<file path="src/rtl/vote_collector.sv">
// vote_collector: gathers five single-bit votes into a round, reports the
// minority result (at most two "yes" votes), and hands the completed round to
// a consumer with a valid/ready handshake. A round that goes idle for
// TIMEOUT_CYCLES cycles is discarded with a one-cycle timeout pulse, and an
// abort discards it silently. The rounds counter tracks consumed rounds.
module vote_collector #(
  parameter int unsigned TIMEOUT_CYCLES = 16
) (
  input  logic       clock,
  input  logic       reset_L,
  input  logic       vote_in,
  input  logic       vote_valid,
  output logic       vote_ready,
  input  logic       abort,
  output logic [4:0] votes,
  output logic [2:0] count,
  output logic       result,
  output logic       result_valid,
  input  logic       result_ready,
  output logic       timeout,
  output logic [7:0] rounds
);

  localparam logic [0:0] COLLECT = 1'b0;
  localparam logic [0:0] DONE    = 1'b1;

  // Nine bits so the increment of a full 8-bit timer cannot wrap before the
  // comparison against the limit.
  localparam logic [8:0] TIMEOUT_LIM = 9'(TIMEOUT_CYCLES);

  logic [0:0] state_q, state_d;
  logic [2:0] count_q, count_d;
  logic [4:0] votes_q, votes_d;
  logic [7:0] timer_q, timer_d;
  logic       timeout_q, timeout_d;
  logic [7:0] rounds_q, rounds_d;

  logic       accept;
  logic [8:0] timer_inc;
  logic [2:0] ones;

  // Handshake: a vote is taken only while collecting and not aborting; the
  // reset term keeps vote_ready low for the whole time reset is asserted.
  assign vote_ready = reset_L & (state_q == COLLECT) & ~abort;
  assign accept     = vote_valid & vote_ready;
  assign timer_inc  = {1'b0, timer_q} + 9'd1;

  // Minority result: popcount of the registered vote vector, 1 when <= 2.
  assign ones   = {2'b00, votes_q[4]} + {2'b00, votes_q[3]} + {2'b00, votes_q[2]}
                + {2'b00, votes_q[1]} + {2'b00, votes_q[0]};
  assign result = (ones <= 3'd2);

  assign votes        = votes_q;
  assign count        = count_q;
  assign result_valid = (state_q == DONE);
  assign timeout      = timeout_q;
  assign rounds       = rounds_q;

  // Next-state logic: abort beats the idle timer, an accepted vote beats it too.
  always_comb begin
    // NOTE: every signal gets a default here so no path leaves one unassigned,
    // which would otherwise infer a latch.
    state_d   = state_q;
    count_d   = count_q;
    votes_d   = votes_q;
    timer_d   = timer_q;
    timeout_d = 1'b0;
    rounds_d  = rounds_q;

    case (state_q)
      COLLECT: begin
        if (abort) begin
          count_d = 3'd0;
          votes_d = 5'b00000;
          timer_d = 8'd0;
        end else if (accept) begin
          // First vote lands in bit 4, the fifth in bit 0.
          votes_d[3'd4 - count_q] = vote_in;
          count_d = count_q + 3'd1;
          timer_d = 8'd0;
          if (count_q == 3'd4) begin
            state_d = DONE;
          end
        end else if (count_q == 3'd0) begin
          timer_d = 8'd0;
        end else if (timer_inc == TIMEOUT_LIM) begin
          count_d   = 3'd0;
          votes_d   = 5'b00000;
          timer_d   = 8'd0;
          timeout_d = 1'b1;
        end else begin
          timer_d = timer_inc[7:0];
        end
      end
      DONE: begin
        // Result held until consumed; abort and the idle timer are ignored.
        if (result_ready) begin
          state_d  = COLLECT;
          count_d  = 3'd0;
          votes_d  = 5'b00000;
          rounds_d = rounds_q + 8'd1;
        end
      end
      default: state_d = COLLECT;
    endcase
  end

  // State registers with asynchronous active-low reset.
  always_ff @(posedge clock or negedge reset_L) begin
    if (!reset_L) begin
      state_q   <= COLLECT;
      count_q   <= 3'd0;
      votes_q   <= 5'b00000;
      timer_q   <= 8'd0;
      timeout_q <= 1'b0;
      rounds_q  <= 8'd0;
    end else begin
      // NOTE: non-blocking assignments so all registers update together from
      // values computed in the same cycle.
      state_q   <= state_d;
      count_q   <= count_d;
      votes_q   <= votes_d;
      timer_q   <= timer_d;
      timeout_q <= timeout_d;
      rounds_q  <= rounds_d;
    end
  end

endmodule

</file>
<file path="config.mk">
export PLATFORM = sky130hd
export DESIGN_NAME = vote_collector
export DESIGN_NICKNAME = d
export VERILOG_FILES = /design/src/rtl/vote_collector.sv
export SDC_FILE = /design/constraint.sdc
export NUM_CORES = 1
export LEC_CHECK = 0
export CELL_PAD_IN_SITES_DETAIL_PLACEMENT = 1
export CELL_PAD_IN_SITES_GLOBAL_PLACEMENT = 2
export CORE_MARGIN = 2
export CORE_UTILIZATION = 35
export CTS_CLUSTER_SIZE = 25
export DETAILED_ROUTE_END_ITERATION = 10
export GPL_TIMING_DRIVEN = 0
export PLACE_DENSITY_LB_ADDON = 0.1
export SETUP_SLACK_MARGIN = 0.1
export SYNTH_ARGS = -nofsm -noshare
export SYNTH_HDL_FRONTEND = slang
export SYNTH_SLANG_ARGS = --single-unit
export TNS_END_PERCENT = 20
</file>
<file path="constraint.sdc">
create_clock -name clock -period 2.75 [get_ports clock]
set_input_delay 0.275 -clock clock [delete_from_list [all_inputs] [get_ports clock]]
set_output_delay 0.275 -clock clock [all_outputs]
set_load 0.02 [all_outputs]
</file>
Word level (Yosys, flattened, before mapping)
Index checks and enable logic that the tools add are counted.
Operators by class
  $add $sub $neg: 8
  reduce and logical (&&, ||, !) cells: 4
  equality and inequality tests: 5
  bitwise logic cells: 5
  muxes and demuxes: 29
  magnitude comparators: 3
Operators by type and width (count)
  2-to-1 mux 8 bit: 4
  2-to-1 mux 5 bit: 5
  2-to-1 mux 3 bit: 5
  2-to-1 mux 1 bit: 10
  one-hot mux 5 bit (2 select lines): 1
  adder 8 x 1 -> 9 bit, second input constant: 1
  == test 9 x 5 -> 1 bit, second input constant: 1
  adder 8 x 1 -> 8 bit, second input constant: 1
  adder 3 x 1 -> 3 bit: 2
  one-hot mux 3 bit (2 select lines): 1
  bitwise mux 5 bit: 1
  less-than comparator 3 x 4 -> 1 bit, second input constant: 1
  inequality test 4 x 3 -> 1 bit, second input constant: 1
  inequality test 4 bit, second input constant: 1
  adder 2 x 1 -> 3 bit: 1
  adder 3 x 1 -> 3 bit, second input constant: 1
  AND 1 bit: 3
  demux 1 bit (select 3 bit): 1
  == test 3 bit, second input constant: 1
  >= comparator 3 x 1 -> 1 bit, second input constant: 1
  <= comparator 3 x 2 -> 1 bit, second input constant: 1
  logical NOT 3 bit: 1
  AND reduction 3 bit: 1
  subtractor 3 bit, first input constant: 1
  other kinds (6): 7
Storage, ports and cells
  output and inout port bits: 20
  input bits: 6
  register bits after elaboration: 26

Depth between registers and ports, before layout
  depth in word-level cells: 9
  mapped depth: 8

Least setup slack after synthesis
OpenSTA, ideal clock, no wires.
  kind: reg2out
  start: register votes_q[0], in the netlist votes[0]
  end: output port result
  setup slack: 505 ps
  stages on the path, launching flop included: 8
  required time: 2475 ps
  path buffers: 0
  arrival time: 1970 ps
  cell sequence: dfrtp_1 -> fa_1 -> inv_1 -> fa_1 -> inv_1 -> ha_1 -> nand2_1 -> o21bai_1
On the way
  word-level cells in the longest chain between the ends: 2
RTL lines
  start: declaration: RTL line 33  | logic [4:0] votes_q, votes_d;
  start signal: assignment: RTL line 122  | votes_q <= votes_d;
  adder 3 x 1 -> 3 bit: RTL line 50  | + {2'b00, votes_q[1]} + {2'b00, votes_q[0]};
  <= comparator 3 x 2 -> 1 bit: RTL line 51  | assign result = (ones <= 3'd2);
  end: declaration: RTL line 17  | output logic result,
Every way passes these cells.

Worst setup path after layout
Ends and elaborated chain as after synthesis.

==> qor.yml <==
cts_made_buffers: 3
worstPathArrival_ns: 2.25
status: "finished, final reports clean"
grt_pass1_wl_mm: 6.341
clock_skew_ns: 0.004254
hold_class: "in -> async"
coreArea_sq_um: 4086
vias_per_cell: 5.299
clockBufferDepth: 2
drive_above_1_share: 0.07065
synth_fp_nets: 172
synthToLayoutAreaGrowth_pct: 23.93
portBuffers: 25
final.period_utilization: 0.9173
rsz0062_at_grt: "false"
leakagePower_nw: 0.8266
post_drt_wl_per_cell_um: 15.78
tns_ns: 0
die_area_sq_um: 4890
start_util: 0.3723
antenna_cells: 0
power.density_nw_per_um2: 494.1
floorplan.die.height_um: 69.93
synth-seq-cells: 26
required_ns: 2.48
max_freq_mhz: 396.4
ys_warn_count: 0
netlist_instances: 155
gr-total-overflow: 0
path_depth: 8
cts_tree: "yes"
fin_cells: 234
root_buffer: "clkbuf_8"
path_clk_slew_ns: 0.09
grt_antenna_before_repair: 0
path_class: "reg -> out"
hpwlAfterDp_mm: 2.729
vdd_drop_max_mv: 0.2769
path_max_fanout: 3
clock-sinks: 26
grt_max_degree: 31
period_needed_ns: 2.523
startpoint_type: "flop"
die_x_um: 69.93
clk_latency_ns: 0.27
rows: 23
max_stage_delay_ns: 0.54
cp-end-kind: "primary output"
ios: 26
cp_slowest_cell: "fa_1"
vias: 1240
grt_util_all_layers: 0.1598
nets: 202
crit_family: "adder cells"
dpl_cell_area_sq_um: 1834
ant_nets: 0
crit_path_cell_trace: "fa_1, inv_1, fa_1, inv_1, ha_1, nand2_1, o21bai_1, buf_2"
dp_cells: 230
seq_area_frac_synth: 0.4276
postLayoutCellArea_sq_um: 1886
gp_congestion: 0.8326
yosysUniqueCellTypes: 39
cap_violations: 0
finalSetupViolations: 0
final_util: 0.4614
grt_pass1_vias: 1306
finalHoldViolCount: 0
slew_headroom: 0.2778
wirelength_mm: 3.692
syn_avg_cell_area_sq_um: 9.816
initialDrtViolationCount: 37
h-tree-depth: 1
r2r_cells: 7
slew_violations: 0
worst_slew_pin_slew_ns: 1.069
drc_errors: 0
path_buf_inv: 3
dr.pass1.iters: 4
syn_area_sq_um: 1521
[kinds of logic (layout without fill, tap and decap cells)]
logic type                 Yosys count  count (layout)  share of synthesized area
AOI/OAI and AO/OA                   34              34                     0.1587
xor gates and xnor gates            10              10                    0.05756
adders and majority gates           11              11                     0.1003
buffers and inverters               15              44                    0.03948
DFF                                 26              26                     0.4276
muxes                                2               2                    0.01398
and+or+nand+nor                     57              57                     0.2023
[timing repair]
| action | CTS | global route |
|---|---|---|
| pin swaps | 0 | 0 |
| endpoints found under the setup margin | 16 | 1 |
| hold endpoints to repair | 0 | 0 |
| gates resized for setup | 6 | 1 |
| buffers inserted | 0 | 0 |
| hold buffers | 0 | 0 |
[flip-flops by register name (all words and copies together) (netlist names)]
register and flops:
votes 5, count 3, timer_q 8, rounds 8, result_valid 1, timeout 1
[layout make-up]
type | instances | area (sq um)
Multi-Input combinational cell | 114 | 810.8
Clock buffer | 4 | 55.05
Timing Repair Buffer | 25 | 246.5
Buffer | 3 | 15.01
Inverter | 12 | 45.04
Tap cell | 50 | 62.56
Sequential cell | 26 | 650.6
Fill cell | 457 | 2201
[metal layers]
| layer | vias up | GRT usage | part of all wire |
|---|---|---|---|
| met5 | - | 0 | 0 |
| met4 | 0 | 0.03846 | 0.0065 |
| met3 | 2 | 0.02453 | 0.030 |
| met2 | 21 | 0.2667 | 0.47 |
| met1 | 615 | 0.2180 | 0.49 |
| li1 | 602 | - | - |
[through the flow]
| step | hold WS, ns | setup WS (ns) | power, W |
|---|---|---|---|
| 5_1_grt | 0.2099 | 0.1219 | 0.0009953 |
| 2_1_floorplan | -0.02059 | 0.5053 | 0.0005984 |
| 6_report | 0.1572 | 0.2274 | 0.0009317 |
| 3_3_place_gp | 0.4594 | -0.4712 | 0.0006858 |
| 4_1_cts | 0.1852 | 0.1212 | 0.0009431 |
| 3_5_place_dp | 0.4851 | -0.5467 | 0.0006907 |
[cell usage after synthesis]
library cell	count	area share
nand2_1	13	0.032
a31oi_1	4	0.016
inv_1	12	0.030
and2_1	1	0.0041
o31ai_1	8	0.039
or3_1	1	0.0041
a211o_1	1	0.0058
xnor2_1	5	0.029
clkbuf_1	2	0.0049
a21o_1	1	0.0049
buf_4	1	0.0049
and3_1	5	0.021
nor2b_1	1	0.0041
a21oi_1	3	0.0099
o21bai_2	1	0.0074
nor4bb_1	1	0.0066
o41ai_1	1	0.0058
or2b_1	2	0.0099
nor3_1	5	0.016
o41ai_2	1	0.011
nand2b_1	2	0.0082
a31oi_2	1	0.0082
a2bb2oi_1	1	0.0058
nand3_1	8	0.026
o21ai_0	8	0.026
mux2i_1	1	0.0066
fa_1	2	0.026
ha_1	9	0.074
dfrtp_1	26	0.43
mux2_2	1	0.0074
nor2_1	12	0.030
nor3b_1	4	0.020
a22oi_1	1	0.0049
a211oi_1	1	0.0049
nand3_2	1	0.0066
o21bai_1	1	0.0049
xor2_1	5	0.029
o21ai_1	1	0.0033
nor4_4	1	0.014
[report_power, final]
| group | leakage (nW) | internal, W | switching, W |
|---|---|---|---|
| registers | 0.361 | 0.000402 | 0.0000295 |
| logic | 0.437 | 0.0000999 | 0.000150 |
| clock network | 0.0288 | 0.000128 | 0.000123 |
| total | 0.827 | 0.000629 | 0.000302 |
[cell usage in the layout, fill, tap and decap left out, types with 3 or more instances in the layout]
cell             count
dfrtp_1             26
clkdlybuf4s50_1     23
nand2_1             13
inv_1               12
nor2_1              12
ha_1                 9
nand3_1              8
o31ai_1              8
o21ai_0              8
nor3_1               5
xnor2_1              5
xor2_1               5
and3_1               5
nor3b_1              4
a31oi_1              4
clkbuf_8             4
a21oi_1              3
[path summary, 6_finish.rpt]
check	to	from	slack [ns]
worst max-delay path	result	votes[0]	0.23
worst min-delay path	rounds[6]	reset_L	0.16
worst max register to register	timer_q[6]	count[0]	0.64
worst min register to register	rounds[7]	rounds[7]	0.49
max in group asynchronous	timer_q[2]	reset_L	2.11
min in group clock	rounds[7]	rounds[7]	0.49
[worst register-to-register path, cell delays in order, from the launching register on]
cell and delay, ns:
dfrtp_1 0.48, inv_1 0.13, ha_1 0.24, ha_1 0.24, nand2b_1 0.16, clkbuf_1 0.21
o21bai_2 0.29, o41ai_2 0.26
Power figures use the tool's default switching activity.
